<file path="config.mk">
export PLATFORM = sky130hd
export DESIGN_NAME = divider_32_flat
export DESIGN_NICKNAME = d
export VERILOG_FILES = /design/src/rtl/divider_32_if.sv /design/src/rtl/divider_32.sv /design/src/flat_wrapper.sv
export SDC_FILE = /design/constraint.sdc
export NUM_CORES = 1
export LEC_CHECK = 0
export BUFFER_PORTS_ARGS = -buffer_cell sky130_fd_sc_hd__clkbuf_2
export CAP_MARGIN = 10
export CORE_UTILIZATION = 45
export DETAILED_ROUTE_END_ITERATION = 8
export PLACE_DENSITY = 0.66
export SETUP_SLACK_MARGIN = 0.05
export SYNTH_ARGS = -nofsm -noshare
export SYNTH_HDL_FRONTEND = slang
export SYNTH_SLANG_ARGS = --single-unit
</file>
<file path="constraint.sdc">
create_clock -name clk -period 8.05 [get_ports clk]
set_clock_uncertainty 0.15 [all_clocks]
set_input_delay 1.61 -clock clk [delete_from_list [all_inputs] [get_ports clk]]
set_output_delay 1.61 -clock clk [all_outputs]
set_load 0.03 [all_outputs]
</file>
<file path="src/rtl/divider_32_if.sv">
// divider_32_if: operand/result bundle between the execute stage and the
// sequential divider. The execute stage is the master.
// Optional build macro: DIVIDER_32_SIGNED_EN adds the sgn operand qualifier.
interface divider_32_if;
  logic        ena;
  logic        start;
  logic [31:0] a;
  logic [31:0] b;
  logic [31:0] q;
  logic [31:0] r;
  logic        dne;
  logic        dbz;
`ifdef DIVIDER_32_SIGNED_EN
  logic        sgn;

  modport master (output ena, start, a, b, sgn, input q, r, dne, dbz);
  modport slave  (input ena, start, a, b, sgn, output q, r, dne, dbz);
`else
  modport master (output ena, start, a, b, input q, r, dne, dbz);
  modport slave  (input ena, start, a, b, output q, r, dne, dbz);
`endif
endinterface

</file>
<file path="src/rtl/divider_32.sv">
// divider_32: 32-bit restoring divider, one quotient bit per enabled clock.
// Start at enabled edge E0, result and dne at E32 (E1 for divide-by-zero).
// Optional build macro: DIVIDER_32_SIGNED_EN (two's complement operands when
// sgn=1; magnitudes are divided and the signs fixed up on the final write).
module divider_32 (
  input  logic           clk,
  input  logic           rst,
  divider_32_if.slave    bus
);

  typedef enum logic [1:0] {IDLE, RUN, DONE} st_t;

  st_t         st, st_nx;
  logic [31:0] dvd;      // dividend shifting out, quotient shifting in
  logic [31:0] dvs;      // divisor magnitude
  logic [31:0] rem;      // partial remainder (always < dvs, so 32 bits hold it)
  logic [31:0] a_sav;    // raw dividend, returned as r on divide-by-zero
  logic [5:0]  cnt;
  logic        zdiv;
  logic        neg_q, neg_r;
  logic [31:0] q_o, r_o;
  logic        dne_o, dbz_o;

  // operand sign handling at start
  logic        sa, sb;
  logic [31:0] mag_a, mag_b;
`ifdef DIVIDER_32_SIGNED_EN
  assign sa = bus.sgn & bus.a[31];
  assign sb = bus.sgn & bus.b[31];
`else
  assign sa = 1'b0;
  assign sb = 1'b0;
`endif
  assign mag_a = sa ? (32'd0 - bus.a) : bus.a;
  assign mag_b = sb ? (32'd0 - bus.b) : bus.b;

  // one restoring step: 33-bit shifted remainder against the divisor
  logic [32:0] rem_sh, diff;
  logic        ge, last, fin;
  logic [31:0] rem_nx, dvd_nx, res_q, res_r;

  // State register
  always_ff @(posedge clk or negedge rst) begin
    if (!rst) st <= IDLE;
    else      st <= st_nx;
  end

  // Next-state: start wins from any state; RUN exits on zero divisor or step 32
  always_comb begin
    st_nx = st;
    if (bus.ena) begin
      if (bus.start)                        st_nx = RUN;
      else if (st == RUN && (zdiv || last)) st_nx = DONE;
    end
  end

  // Output/step logic: trial subtract and final result with sign fixup
  always_comb begin
    rem_sh = {rem, dvd[31]};
    diff   = rem_sh - {1'b0, dvs};
    // a set MSB means the shifted remainder already exceeds any 32-bit divisor
    ge     = rem_sh[32] | ~diff[32];
    rem_nx = ge ? diff[31:0] : rem_sh[31:0];
    dvd_nx = {dvd[30:0], ge};
    last   = (cnt == 6'd31);
    fin    = bus.ena && !bus.start && (st == RUN) && (zdiv || last);
    res_q  = '1;
    res_r  = a_sav;
    if (!zdiv) begin
      res_q = neg_q ? (32'd0 - dvd_nx) : dvd_nx;
      res_r = neg_r ? (32'd0 - rem_nx) : rem_nx;
    end
  end

  // Datapath and result registers; ena=0 freezes everything
  always_ff @(posedge clk or negedge rst) begin
    if (!rst) begin
      dvd <= '0; dvs <= '0; rem <= '0; a_sav <= '0; cnt <= '0;
      zdiv <= 1'b0; neg_q <= 1'b0; neg_r <= 1'b0;
      q_o <= '0; r_o <= '0; dne_o <= 1'b0; dbz_o <= 1'b0;
    end else if (bus.ena) begin
      if (bus.start) begin
        dvd   <= mag_a;
        dvs   <= mag_b;
        a_sav <= bus.a;
        rem   <= '0;
        cnt   <= '0;
        zdiv  <= (bus.b == 32'd0);
        neg_q <= sa ^ sb;
        neg_r <= sa;
        dne_o <= 1'b0;
        dbz_o <= 1'b0;
      end else if (st == RUN) begin
        dvd <= dvd_nx;
        rem <= rem_nx;
        cnt <= cnt + 6'd1;
        if (fin) begin
          q_o   <= res_q;
          r_o   <= res_r;
          dne_o <= 1'b1;
          dbz_o <= zdiv;
        end
      end
    end
  end

  assign bus.q   = q_o;
  assign bus.r   = r_o;
  assign bus.dne = dne_o;
  assign bus.dbz = dbz_o;

endmodule
</file>
<file path="src/flat_wrapper.sv">
// flat-port wrapper written by rule: the top's interface ports become plain ports
module divider_32_flat 
  (clk, rst, bus_ena, bus_start, bus_a, bus_b, bus_q, bus_r, bus_dne, bus_dbz);
  divider_32_if bus_i ();
  input  logic clk;
  input  logic rst;
  input wire logic [$bits(bus_i.ena)-1:0] bus_ena;
  input wire logic [$bits(bus_i.start)-1:0] bus_start;
  input wire logic [$bits(bus_i.a)-1:0] bus_a;
  input wire logic [$bits(bus_i.b)-1:0] bus_b;
  output wire logic [$bits(bus_i.q)-1:0] bus_q;
  output wire logic [$bits(bus_i.r)-1:0] bus_r;
  output wire logic [$bits(bus_i.dne)-1:0] bus_dne;
  output wire logic [$bits(bus_i.dbz)-1:0] bus_dbz;
  assign bus_i.ena = bus_ena;
  assign bus_i.start = bus_start;
  assign bus_i.a = bus_a;
  assign bus_i.b = bus_b;
  assign bus_q = bus_i.q;
  assign bus_r = bus_i.r;
  assign bus_dne = bus_i.dne;
  assign bus_dbz = bus_i.dbz;
  divider_32 u_core (.clk(clk), .rst(rst), .bus(bus_i));
endmodule
</file>
==> results of run 1 <==
==> tightest hold or removal path, cell delays in order (launching register included) <==
cell                      delay, ns
sky130_fd_sc_hd__dfrtp_1       0.34
sky130_fd_sc_hd__nand2_1       0.05
sky130_fd_sc_hd__nand2_1       0.05
==> layout make-up <==
class	instances	area, um^2
clock buffers	31	656
well taps	280	350
fillers	2045	10300
clock inverters	7	62.6
flip-flops and latches	203	5080
multi-input cells	759	4740
inverters	39	146
repair buffers	140	727
==> cell usage in the layout (no fill, tap or decap), types with 3 or more instances in the layout <==
cell | synthesis | final
sky130_fd_sc_hd__dfrtp_1 | 203 | 203
sky130_fd_sc_hd__o21bai_1 | 6 | 6
sky130_fd_sc_hd__xnor2_1 | 16 | 16
sky130_fd_sc_hd__buf_4 | 2 | 7
sky130_fd_sc_hd__a21oi_1 | 50 | 50
sky130_fd_sc_hd__nand2b_1 | 4 | 4
sky130_fd_sc_hd__mux2i_1 | 42 | 42
sky130_fd_sc_hd__ha_1 | 33 | 33
sky130_fd_sc_hd__nor2_1 | 40 | 40
sky130_fd_sc_hd__and2_1 | 6 | 5
sky130_fd_sc_hd__clkbuf_1 | 43 | 3
sky130_fd_sc_hd__clkbuf_16 | 0 | 23
sky130_fd_sc_hd__o31a_1 | 5 | 5
sky130_fd_sc_hd__a22o_1 | 9 | 9
sky130_fd_sc_hd__inv_1 | 39 | 39
sky130_fd_sc_hd__nand3_1 | 5 | 5
sky130_fd_sc_hd__nor2b_1 | 6 | 6
sky130_fd_sc_hd__nor3_1 | 14 | 14
sky130_fd_sc_hd__nand4_1 | 6 | 6
sky130_fd_sc_hd__o211ai_1 | 5 | 5
sky130_fd_sc_hd__nor4_1 | 8 | 8
sky130_fd_sc_hd__clkbuf_8 | 0 | 6
sky130_fd_sc_hd__clkinv_2 | 0 | 5
sky130_fd_sc_hd__o21ai_0 | 134 | 133
sky130_fd_sc_hd__or2_2 | 3 | 3
sky130_fd_sc_hd__mux2_2 | 35 | 35
sky130_fd_sc_hd__a22oi_1 | 27 | 27
sky130_fd_sc_hd__o21ai_1 | 37 | 37
sky130_fd_sc_hd__o21a_1 | 7 | 7
sky130_fd_sc_hd__clkbuf_2 | 0 | 132
sky130_fd_sc_hd__a31oi_1 | 5 | 5
sky130_fd_sc_hd__nand2_1 | 194 | 194
sky130_fd_sc_hd__a21o_1 | 13 | 13
sky130_fd_sc_hd__and3_1 | 3 | 3
sky130_fd_sc_hd__or3_1 | 5 | 5
sky130_fd_sc_hd__xor2_1 | 7 | 7
sky130_fd_sc_hd__o31ai_1 | 3 | 3
==> final timing paths <==
check	slack, ns	end
max	4.32	u_core.bus.r[5]
min	0.31	u_core.bus.q[22]
max reg2reg	4.32	u_core.bus.r[5]
min reg2reg	0.31	u_core.bus.q[22]
max in group asynchronous	5.09	u_core.a_sav[8]
min in group asynchronous	1.13	u_core.bus.q[27]
==> per-layer routing <==
metal / vias up / part of all wire / GRT usage / routed length [um]
met5: - / 0 / 0 / 0
met4: 0 / 0.017 / 0.0486 / 423
met3: 31 / 0.039 / 0.0247 / 980
met2: 174 / 0.48 / 0.365 / 12000
met1: 3972 / 0.46 / 0.305 / 11700
li1: 3938 / - / - / -
==> registers in the layout, indices dropped and copies added (netlist names) <==
signal,flops
u_core.bus.r,32
u_core.bus.q,32
u_core.bus.dne,1
u_core.cnt,6
u_core.dvd,32
u_core.rem,32
u_core.st,2
u_core.bus.dbz,1
u_core.a_sav,32
u_core.zdiv,1
u_core.dvs,32
==> logic make-up (layout without fill, tap and decap cells) <==
logic type / after synthesis / count (layout) / share of synthesized area
mux: 77 / 77 / 0.0797
fa+ha+maj: 34 / 34 / 0.0424
compound gates: 328 / 328 / 0.198
flops: 203 / 203 / 0.497
xor+xnor: 23 / 23 / 0.0197
buf+inv: 100 / 217 / 0.0404
simple gates: 297 / 297 / 0.123
==> cell usage after synthesis (8+ instances only) <==
cell type / count
sky130_fd_sc_hd__dfrtp_1: 203
sky130_fd_sc_hd__o21ai_1: 37
sky130_fd_sc_hd__a21oi_1: 50
sky130_fd_sc_hd__xnor2_1: 16
sky130_fd_sc_hd__mux2i_1: 42
sky130_fd_sc_hd__ha_1: 33
sky130_fd_sc_hd__nor4_1: 8
sky130_fd_sc_hd__a21o_1: 13
sky130_fd_sc_hd__o21ai_0: 134
sky130_fd_sc_hd__a22o_1: 9
sky130_fd_sc_hd__inv_1: 39
sky130_fd_sc_hd__mux2_2: 35
sky130_fd_sc_hd__clkbuf_1: 43
sky130_fd_sc_hd__nor2_1: 40
sky130_fd_sc_hd__a22oi_1: 27
sky130_fd_sc_hd__nand2_1: 194
sky130_fd_sc_hd__nor3_1: 14
==> power groups by stage <==
| stage | clock network [mW] | logic (mW) | registers (mW) |
|---|---|---|---|
| finish | 1.00 | 0.289 | 1.14 |
| global route | 1.07 | 0.329 | 1.15 |
| CTS | 1.03 | 0.293 | 1.14 |
| detailed placement | 0 | 0.291 | 1.16 |
| global placement | 0 | 0.284 | 1.16 |
| floorplan | 0 | 0.203 | 1.14 |
==> through the flow <==
| stage | hold WS (ns) | power [mW] |
|---|---|---|
| floorplan | 0.289 | 1.34 |
| detailed placement | 0.305 | 1.45 |
| global route | 0.343 | 2.55 |
| global placement | 0.301 | 1.44 |
| CTS | 0.319 | 2.46 |
| finish | 0.312 | 2.43 |
==> results.md, run 1 <==
- The flow ran to the end, and the final reports show no timing, DRC or antenna violations.
- Across every metal layer, demand over resource in global routing totals 0.219.
- Adding up every negative setup slack in the final design gives 0 ns.
- The average wire length per cell after detail routing is 17.2 um.
- The first global-routing pass estimated 41400 um of wire.
- For this run, the register share of the synthesized area comes to 0.497.
- The total non-filler cell area in the finished layout is 0.0118 mm^2.
- The tree is rooted in a sky130_fd_sc_hd__clkbuf_16.
- The peak per-stage delay on the critical path is 0.54 ns.
- The vertical die dimension is 153 um.
- The number of unique standard cell types used by synthesis is 61.
- The class of the worst hold path is flip-flop to flip-flop.
- The repair_antennas step left the layout with diodes totalling 0.
- The core region is 0.0220 mm^2.
- Synthesis handed over a netlist of 1062 instances.
- Of the total power, the clock network draws 0.413.
- The CTS tree is built.
- The largest total area in the synthesized netlist belongs to sky130_fd_sc_hd__dfrtp_1.
- The share of synthesized area in the top cell type comes to 0.497.
- The synthesized netlist occupies a cell area of 0.0102 mm^2.
- Entering global routing, the biggest net connects 131 pins.
- The number of enable-type register cells in the synthesized netlist is 0.
- The total power per unit cell area is 207 mW/mm^2.
- The clock passes through at most 3 buffers.
- The source of the worst register-to-register timing path is u_core.rem[6].
- The required time at the endpoint of the critical path is 8.25 ns.
- In this run the tightest slew margin relative to its limit is 0.256.
- The initial utilization of the core area, before any placement, comes to 0.464.
- In this run, synthesis produced a sequential element count of 203.
- The critical-path cell with the highest stage delay is sky130_fd_sc_hd__buf_4.
- Traced cell by cell, the critical path runs through ha_1 > a211oi_2 > o21ai_1 > a211oi_2 > a211oi_4 > o31ai_4 > buf_4 > and3b_1 > a21oi_1 > o21ai_1.
- At the end of the flow, the number of nets in the layout was 1268.
- Setup violations remaining at the end of the flow were counted as 0.
- The fraction of the core area covered by cells at the end of the flow is 0.534.
- For this run, asynchronously set or reset flops after synthesis account for 1.00.
- The maximum fanout encountered on the critical timing path is 47.
- The cell count along the critical path is 10.
- Measured along the x axis, the die boundary spans 153 um.
- The clock latency on the worst-skew pair is 0.50 ns.
- Counting both buffers and inverters, the worst setup path holds a total of 1.
- The final cell count without fillers is 1459.
- The pin slew with the least headroom to its limit is 1.12 ns.
- The part of the power in registers is 0.468.
- STA classifies the critical path endpoint as a flip-flop.
- The number of top-level pins is 134.
- The worst supply voltage drop on vdd is 135 uV.
- The net count after synthesis is 1164.
- In this run, the number of DRC markers left after iteration 0 of detailed routing was 379.
- The final weighted congestion in routability-driven placement is 0.866.
- Using the TritonRoute via totals, the vias-per-cell ratio works out to 5.56.
- The cell family with the largest share of critical-path delay is compound AO/OA/AOI/OAI gates.
- The static leakage is 5.77 nW.
- The switching share of power is 0.256.
- The remaining antenna violation count is 0.
- The placed wire-length estimate is 17700 um.
- The hold violation total from the final report came to 0.
- The number of input and output port buffers inserted is 133.
- The internal power is 1.81 mW.
- The number of clock buffers added by TritonCTS is 23.
- Of the cells placed in the final design, the portion with a size suffix greater than 1 is 0.192.
- The total DRC errors in the routed layout is 0.
- The max-slew violation count is 0.
- In this run the most critical hold path is launched from u_core.bus.q[22].
- The area growth from synthesis to layout is 15.1%.
- The post-CTS setup buffer count is 0.
- The total wirelength of the detailed-routed design is 25100 um.
- The maximum achievable frequency is 268 MHz.
- In the post-synthesis netlist, the biggest area contributors are sky130_fd_sc_hd__dfrtp_1 (50%), sky130_fd_sc_hd__nand2_1 (7.1%), sky130_fd_sc_hd__o21ai_0 (6.6%), sky130_fd_sc_hd__mux2i_1 (4.1%), sky130_fd_sc_hd__ha_1 (4.0%).
- The cell area after placement is 0.0110 mm^2.
- The area of the die is 0.0233 mm^2.
- The Yosys step of the flow raised 0 warnings.
- Of the total power, combinational logic draws 0.119.
- Counting cells, the worst reg-to-reg path comes to 10.
- The count of cells along the worst hold path is 2.
- The post-synthesis area per instance is 9.62 um^2.
- Once placement completed, the tool counted placed cells totaling 1421.
- By startpoint and endpoint, the worst setup path is classified as flip-flop to flip-flop.
- Tracing the worst setup path back leads to its startpoint at u_core.rem[6].
- The launching element type of the critical path is a flip-flop.
- The number of global-route vias before repair is 7798.
- Setup repair after global routing left no endpoint under its margin.
- Summing over every cut layer, the via total after detailed routing is 8115.
- The number of antenna violations at the first check in global routing is 0.
- The total overflow left after global routing is 0.
- The prevailing post-synth register cell is sky130_fd_sc_hd__dfrtp_1.
- Max-cap violations in this run came to 0.
- After layout, the worst setup slack is 4.32 ns.
- After clock tree synthesis, the repair step resized 0 gates.
- The number of iterations in the first detailed-routing pass is 7.
- The net switching power figure is 0.623 mW.
- In this run the core area contains 54 standard-cell rows.
- Data on the critical path arrives at its endpoint at 3.93 ns.
- The minimum clock period is 3.73 ns.
- The tree built by TritonCTS fans out to 203 sinks.
- Of the available clock period, the critical path in the final layout requires 0.464.
- The count of hold-fix buffers inserted at cts is 0.
- Timing analysis after detailed placement gives a worst setup slack of 4.01 ns.
- The depth of the CTS H-tree is 1.
- After clock tree synthesis, the clock-pin slew on the worst setup and hold paths is 0.06 ns.
No activity file was read; power rests on OpenSTA's default activity.
==> run 2: changes to the inputs <==
--- a/config.mk
+++ b/config.mk
@@ -9,7 +9,7 @@
 export CAP_MARGIN = 10
 export CORE_UTILIZATION = 45
 export DETAILED_ROUTE_END_ITERATION = 8
-export PLACE_DENSITY = 0.66
+export PLACE_DENSITY = 0.68
 export SETUP_SLACK_MARGIN = 0.05
 export SYNTH_ARGS = -nofsm -noshare
 export SYNTH_HDL_FRONTEND = slang
==> constraint.sdc (replaced) <==
create_clock -name clk -period 3.2 [get_ports clk]
set_clock_uncertainty 0.15 [all_clocks]
set_input_delay 0.64 -clock clk [delete_from_list [all_inputs] [get_ports clk]]
set_output_delay 0.64 -clock clk [all_outputs]
set_load 0.03 [all_outputs]
==> run 2 against run 1 <==
Against the previous run: power grew to 2.6 times the previous value; the run now ends with DRC left; flip-flop and latch count did not move; fmax grew 21%; critical path depth rose by 2; combinational power rose to 2.7 times the previous value; cell area rose by 3.4%; hold slack got worse by 0.30 ns.
==> results.md, run 2 (synthesis gave the netlist of run 1 again) <==
- The flow ran to the end, but the final reports show violations.
- The checks that failed: DRC.
- In this run the register-to-register setup slack is 0.11 ns.
- For this run, the total global-route usage over all layers was measured as 0.224.
- The maximum number of pins on one net before global-route repair is 82.
- Setup repair after global routing could not meet its margin everywhere.
- The sink count of the clock tree is 203.
- Adding up every negative setup slack in the final design gives 0 ns.
- In the final layout, the share of cells above drive strength 1 is 0.226.
- The source of the worst register-to-register timing path is u_core.dvd[31].
- The maximum achievable frequency is 324 MHz.
- Clock latency on the worst-skew pair, taken at its later pin, is 0.50 ns.
- The final setup slack of the worst path is 0.111 ns.
- The worst reg2reg path depth is 12.
- The horizontal extent of the die is 153 um.
- For this run, the number of standard cells in the final layout without fillers is 1488.
- The hold violation total from the final report is 0.
- The total wirelength of the detailed-routed design is 26600 um.
- The minimum clock period is 3.09 ns.
- The total area inside the core boundary comes to 0.0220 mm^2.
- In this run the tightest slew margin relative to its limit is 0.299.
- The placed wire-length estimate is 18800 um.
- The most frequent standard cell in the layout excluding fill and tap cells is sky130_fd_sc_hd__dfrtp_1.
- In this run the deepest clock path goes through 3 buffers.
- The total power is 6.26 mW.
- The depth of the CTS H-tree is 1.
- Dividing the detail-routed via count by the number of cells gives 5.62.
- The pin slew with the least headroom to its limit is 1.05 ns.
- The data arrival at the endpoint of the critical path is 3.35 ns.
- The clock-pin slew of the registers on the worst-case setup and hold paths is 0.06 ns.
- The first-pass GRT wire length is 42300 um.
- The iteration-0 DRC count of the detailed router is 479.
- The number of antenna violations at the first check in global routing is 0.
- 0 antenna diodes ended up in the layout.
- The number of input and output port buffers inserted is 133.
- The static leakage is 5.95 nW.
- The number of global-route vias before repair is 8060.
- The total DRC errors in the routed layout is 3.
- Timing analysis after detailed placement gives a worst setup slack of 0.0601 ns.
- For this run, the post-layout net count is 1294.
- Along the worst path, the maximum fanout reaches 28.
- The multi-input combinational cells in the finished layout cover a total of 0.00481 mm^2.
- The congestion estimate from routability-driven global placement came to 0.871.
- In this run, CTS created clock tree buffers numbering 22.
- TritonCTS built the clock tree.
- Measured on the finished design, the core utilization comes to 0.552.
- The number of hold buffers added after CTS was 0.
- The sequential cell area in the final layout is 0.00508 mm^2.
- The number of maximum-capacitance violations is 0.
- The number of placed instances, taps included, is 1436.
- IR analysis of the VDD net gives a maximum drop of 388 uV.
- The category of the critical setup timing path is flip-flop to flip-flop.
- The worst hold path belongs to the class input pin to async pin.
- The required time at the endpoint of the critical path is 3.46 ns.
- The vertical die dimension is 153 um.
- The area of the die is 0.0233 mm^2.
- The number of vias in the routed layout is 8359.
- The worst setup path is captured at a flip-flop.
- Pin placement for this block handled 134 I/O pins.
- The worst register-to-register path ends at u_core.bus.r[19].
- The library cells used most frequently in the layout, excluding fill and tap cells, are sky130_fd_sc_hd__dfrtp_1 (203), sky130_fd_sc_hd__nand2_1 (194), sky130_fd_sc_hd__clkbuf_2 (132).
- The total non-filler cell area in the finished layout is 0.0122 mm^2.
- Counting the fill cells in the layout gives 1997.
- The average wire length per cell after detail routing is 17.9 um.
- Once placement finished, the instance area stood at 0.0112 mm^2.
- For this run, the detailed router's first-pass iteration total came to 9.
- Setup violations remaining at the end of the flow were counted as 0.
- The max-slew violation count came to 0.
- The initialized floorplan defines 54 standard-cell rows.
- The remaining antenna violation count is 0.
- The total overflow left after global routing is 0.
- For this design the ratio of total power to cell area is 515 mW/mm^2.
- The root buffer cell is sky130_fd_sc_hd__clkbuf_16.
- The area growth from synthesis to layout is 19.0%.
- For this configuration, the core starts out at a cell density of 0.464.
- The worst hold slack after final layout is 0.0136 ns.
- The share of the clock period used by the worst path is 0.965.
- The worst setup path is launched from a flip-flop.
run 2: worst max-delay path: stages, from the launching register on:
cell,delay [ns]
sky130_fd_sc_hd__dfrtp_1,0.37
sky130_fd_sc_hd__inv_1,0.06
sky130_fd_sc_hd__ha_2,0.18
sky130_fd_sc_hd__fa_2,0.36
sky130_fd_sc_hd__nor2b_4,0.14
sky130_fd_sc_hd__o2111a_2,0.26
sky130_fd_sc_hd__o2111ai_4,0.17
sky130_fd_sc_hd__a211oi_4,0.35
sky130_fd_sc_hd__o31ai_4,0.08
sky130_fd_sc_hd__buf_4,0.19
sky130_fd_sc_hd__clkbuf_16,0.21
sky130_fd_sc_hd__o31a_1,0.32
sky130_fd_sc_hd__o21ai_0,0.15
run 2: final cells by class:
| class | count | area share |
|---|---|---|
| well taps | 280 | 0.0288 |
| clock inverters | 10 | 0.00823 |
| multi-input cells | 759 | 0.396 |
| clock buffers | 30 | 0.0536 |
| inverters | 39 | 0.0120 |
| flip-flops and latches | 203 | 0.418 |
| repair buffers | 167 | 0.0838 |
run 2: worst max path at each step:
stage	from	end	depth (start not counted)
after floorplan	u_core.dvd[31]	u_core.rem[23]	13
after global placement	u_core.dvd[31]	u_core.bus.r[13]	11
after detailed placement	u_core.dvd[31]	u_core.bus.r[15]	11
after CTS	u_core.dvs[0]	u_core.bus.r[15]	10
after global routing	u_core.dvs[25]	u_core.bus.r[17]	11
final	u_core.dvd[31]	u_core.bus.r[19]	12
run 2: where the power goes:
part / total, mW / switching (mW) / internal [mW]
sequential: 2.86 / 0.112 / 2.75
clock: 2.61 / 1.02 / 1.58
combinational: 0.786 / 0.459 / 0.328
total: 6.26 / 1.60 / 4.66
run 2: timing repair:
item                                    4_1_cts  5_1_grt
hold endpoints to repair                      0        0
endpoints found under the setup margin        1       62
pin swaps                                     1        4
gates cloned                                  0        3
buffers inserted                              1        8
resized for setup                             1       22
run 2: routing by layer:
metal / global-route usage / vias up / wire length, um / part of all wire
li1: - / 4002 / - / -
met1: 0.306 / 4059 / 11700 / 0.44
met2: 0.378 / 249 / 12900 / 0.49
met3: 0.0287 / 49 / 1320 / 0.050
met4: 0.0558 / 0 / 636 / 0.024
met5: 0 / - / 0 / 0
==> run 3: changes to the inputs <==
--- a/config.mk
+++ b/config.mk
@@ -5,8 +5,10 @@
 export SDC_FILE = /design/constraint.sdc
 export NUM_CORES = 1
 export LEC_CHECK = 0
+export ABC_AREA = 1
 export BUFFER_PORTS_ARGS = -buffer_cell sky130_fd_sc_hd__clkbuf_2
 export CAP_MARGIN = 10
+export CORE_ASPECT_RATIO = 1.2
 export CORE_UTILIZATION = 45
 export DETAILED_ROUTE_END_ITERATION = 8
 export PLACE_DENSITY = 0.68
==> run 3 against run 2 <==
Against the previous run: the flow finishes with violations (hold timing); register-to-register slack gained 0.13 ns; via count grew 19%; die area grew 8.3%; first-iteration DRC count grew 36%; routed wire length grew 16%; global-route usage grew 2.5 points; largest cell class unchanged.
==> results.md, run 3 <==
- The run finished, with violations left.
- The final reports fail on hold timing.
- Setup repair after global routing left no endpoint under its margin.
- The number of maximum-capacitance violations is 0.
- For this design the total switching power over the nets is 2.61 mW.
- The share of the Yosys chip area taken by registers is 0.459.
- The die covers 0.0253 mm^2.
- In this run the core area contains 62 standard-cell rows.
- The worst hold slack after final layout is -0.00158 ns.
- The prevailing post-synth register cell is sky130_fd_sc_hd__dfrtp_1.
- Ranked by total cell area, the synthesized netlist is headed by sky130_fd_sc_hd__dfrtp_1 (46%), sky130_fd_sc_hd__nand2_1 (19%), sky130_fd_sc_hd__inv_1 (7.6%), sky130_fd_sc_hd__ha_1 (3.7%), sky130_fd_sc_hd__o21ai_0 (3.6%).
- The average via count per standard cell is 5.08.
- The category of the critical setup timing path is flip-flop to flip-flop.
- The sink count of the clock tree is 203.
- The number of unique standard cell types used by synthesis is 38.
- The gate count of the mapped netlist is 1501.
- The clock-pin slew of the registers on the worst-case setup and hold paths is 0.06 ns.
- The CTS tree is built.
- The minimum clock period is 2.96 ns.
- The horizontal extent of the die is 145 um.
- The maximum achievable frequency is 338 MHz.
- The worst path meets setup with 0.243 ns of slack.
- The detail route stage leaves a number of antenna-violating nets equal to 0.
- The final setup violation count is 0.
- Counting instances in the post-synthesis netlist gives the leading cell types as sky130_fd_sc_hd__nand2_1 (557), sky130_fd_sc_hd__inv_1 (224), sky130_fd_sc_hd__dfrtp_1 (203), sky130_fd_sc_hd__o21ai_0 (80), sky130_fd_sc_hd__nor2_1 (74).
- The critical path endpoint category is a flip-flop.
- Port buffering added 133 buffers.
- The placed wire-length estimate is 22900 um.
- The net count after synthesis is 1603.
- Of the total power, combinational logic draws 0.246.
- The Yosys warning count is 0.
- The clock network fraction of design power is 0.362.
- The number of antenna violations at the first check in global routing was 0.
- The area inside the core boundary is 0.0240 mm^2.
- The final weighted congestion in routability-driven placement is 0.898.
- The register bit count reported by yosys is 203.
- The first-pass GRT wire length is 50800 um.
- For this run, the number of standard cells in the final layout without fillers is 1956.
- Measured on the finished design, the core utilization comes to 0.537.
- Power spread over the standard cell area amounts to 612 mW/mm^2.
- The required time at the endpoint of the critical path is 3.45 ns.
- The number of enable-type register cells in the synthesized netlist is 0.
- The effective utilization at floorplan is 0.461.
- The internal power is 5.29 mW.
- In this run the tightest slew margin relative to its limit is 0.567.
- At the worst endpoint, the arrival time is 3.20 ns.
- The share of synthesized area in the top cell type comes to 0.459.
- 0 antenna diodes ended up in the layout.
- IR analysis of the VDD net gives a maximum drop of 436 uV.
- Relative to the synthesized area, the layout overhead comes to 16.5%.
- After filler insertion, the fill cell instance count of the layout stands at 2353.
- The number of top-level pins is 134.
- The switching share of power is 0.330.
- Averaged over all synthesized cells, the footprint is 7.38 um^2.
- CTS placed an instance of sky130_fd_sc_hd__clkbuf_16 at the clock tree root.
- The max-slew violation count is 0.
- For the pin with the worst max-slew slack, the measured transition is 0.643 ns.
- The share of the clock period used by the worst path is 0.924.
- The die is 174 um tall.
- Summed over all failing endpoints, the final setup total negative slack is 0 ns.
- The hold violation total from the final report came to 1.
- Leaving out fill and tap cells, the most frequent cell in the layout is sky130_fd_sc_hd__nand2_1.
- The total non-filler cell area in the finished layout is 0.0129 mm^2.
- Summing all placed instances gives a cell area of 0.0121 mm^2.
- After the first detailed-routing iteration, the DRC count stood at 652.
- The number of setup buffers added after CTS is 0.
- The total wirelength of the detailed-routed design is 30800 um.
- In the global route stage, overall resource usage came out at 0.249.
- Of the total power, registers draw 0.392.
- The maximum fanout encountered on the critical timing path is 32.
- In the routed design, unresolved DRC markers number 0.
- Entering global routing, the biggest net connects 75 pins.
- The total overflow left after global routing is 0.
- The static leakage is 7.30 nW.
- The post-cts resize count is 0.
- The async set-reset flop share out of synthesis is 1.00.
- The depth of the CTS H-tree is 1.
- The multi-input combinational cell area is 0.00489 mm^2.
- Summing over every cut layer, the via total after detailed routing is 9940.
- In the layout the commonest cells are sky130_fd_sc_hd__nand2_1 (556), sky130_fd_sc_hd__inv_1 (223), sky130_fd_sc_hd__dfrtp_1 (203).
- Summed over all instances, the cell type with the most area after synthesis is sky130_fd_sc_hd__dfrtp_1.
- The later pin in the worst-skew pair is clocked with a latency of 0.51 ns.
- After detailed placement, the design holds a cell count of 1918.
- The worst reg2reg path depth is 16.
- TritonCTS created 23 clock buffers.
- The net total in the final layout is 1725.
- The min-delay analysis places its worst path in the category input pin to async pin.
- The ratio of cells with drive above 1 in the final layout is 0.123.
- The average wire length per cell after detail routing is 15.7 um.
- The cell with the most instances after synthesis is sky130_fd_sc_hd__nand2_1.
- The count of hold-fix buffers inserted at cts is 0.
- The post-placement worst setup slack is 0.291 ns.
- The sequential cell area in the final layout is 0.00508 mm^2.
- The pre-antenna-repair detailed-routing pass consisted of 5 iterations.
- The number of global-route vias before repair is 9832.
- The worst setup path is launched from a flip-flop.
- Counting along the longest clock path gives a buffer depth of 3.
- The cell area that synthesis handed to floorplanning was 0.0111 mm^2.
run 3: power by group through the flow:
stage	Combinational (mW)	Sequential [mW]	Clock (mW)
after floorplan	1.13	3.30	0
after global placement	1.92	3.12	0
after detailed placement	1.93	3.13	0
after CTS	1.95	3.09	2.91
after global routing	2.18	3.13	3.02
final	1.94	3.10	2.86
run 3: kinds of logic after synthesis:
family	count (synthesis)	share of synthesized area
flops	203	0.459
buf+inv	285	0.100
xor+xnor	15	0.0119
fa+ha+maj	34	0.0391
compound gates	215	0.116
simple gates	749	0.275
run 3: final cells by class:
| cell class | count | share of cell area |
|---|---|---|
| Sequential cell | 203 | 0.394 |
| Multi-Input combinational cell | 1013 | 0.379 |
| Timing Repair Buffer | 153 | 0.0668 |
| Inverter | 229 | 0.0666 |
| Clock buffer | 28 | 0.0484 |
| Tap cell | 320 | 0.0310 |
| Clock inverter | 10 | 0.0146 |
run 3: worst paths after layout:
check | start | endpoint | slack, ns
setup reg to reg | u_core.dvd[31] | u_core.bus.r[0] | 0.24
setup / recovery | u_core.dvd[31] | u_core.bus.r[0] | 0.24
hold reg to reg | u_core.a_sav[21] | u_core.a_sav[21] | 0.33
hold / removal | rst | u_core.dvd[6] | -0.002
min in group clk | bus_a[3] | u_core.a_sav[3] | 0.20
max in group asynchronous | rst | u_core.a_sav[16] | 2.13
run 3: critical path, stage by stage, from the launching register on:
cell and delay [ns]:
sky130_fd_sc_hd__dfrtp_1 0.37, sky130_fd_sc_hd__inv_1 0.07, sky130_fd_sc_hd__ha_1 0.21, sky130_fd_sc_hd__fa_1 0.42
sky130_fd_sc_hd__inv_1 0.11, sky130_fd_sc_hd__nand2_1 0.05, sky130_fd_sc_hd__nand2_1 0.10, sky130_fd_sc_hd__nand3_1 0.08
sky130_fd_sc_hd__nand2_1 0.15, sky130_fd_sc_hd__nand2_1 0.07, sky130_fd_sc_hd__nand2_1 0.09, sky130_fd_sc_hd__nand2_1 0.08
sky130_fd_sc_hd__nand3_2 0.34, sky130_fd_sc_hd__buf_12 0.24, sky130_fd_sc_hd__nand2_1 0.10, sky130_fd_sc_hd__o211ai_1 0.12
sky130_fd_sc_hd__nand2_1 0.07
run 3: metrics by stage:
step	power (mW)	hold WS, ns
3_5_place_dp	5.06	0.316
2_1_floorplan	4.44	0.194
4_1_cts	7.95	0.0137
6_report	7.90	-0.00158
3_3_place_gp	5.04	0.312
5_1_grt	8.33	0.0483
run 3: routing by layer:
layer / track usage / vias up / part of all wire
met4: 0.0737 / 0 / 0.025
met5: 0 / - / 0
met2: 0.404 / 251 / 0.46
met3: 0.0287 / 40 / 0.046
li1: - / 4982 / -
met1: 0.351 / 4667 / 0.47
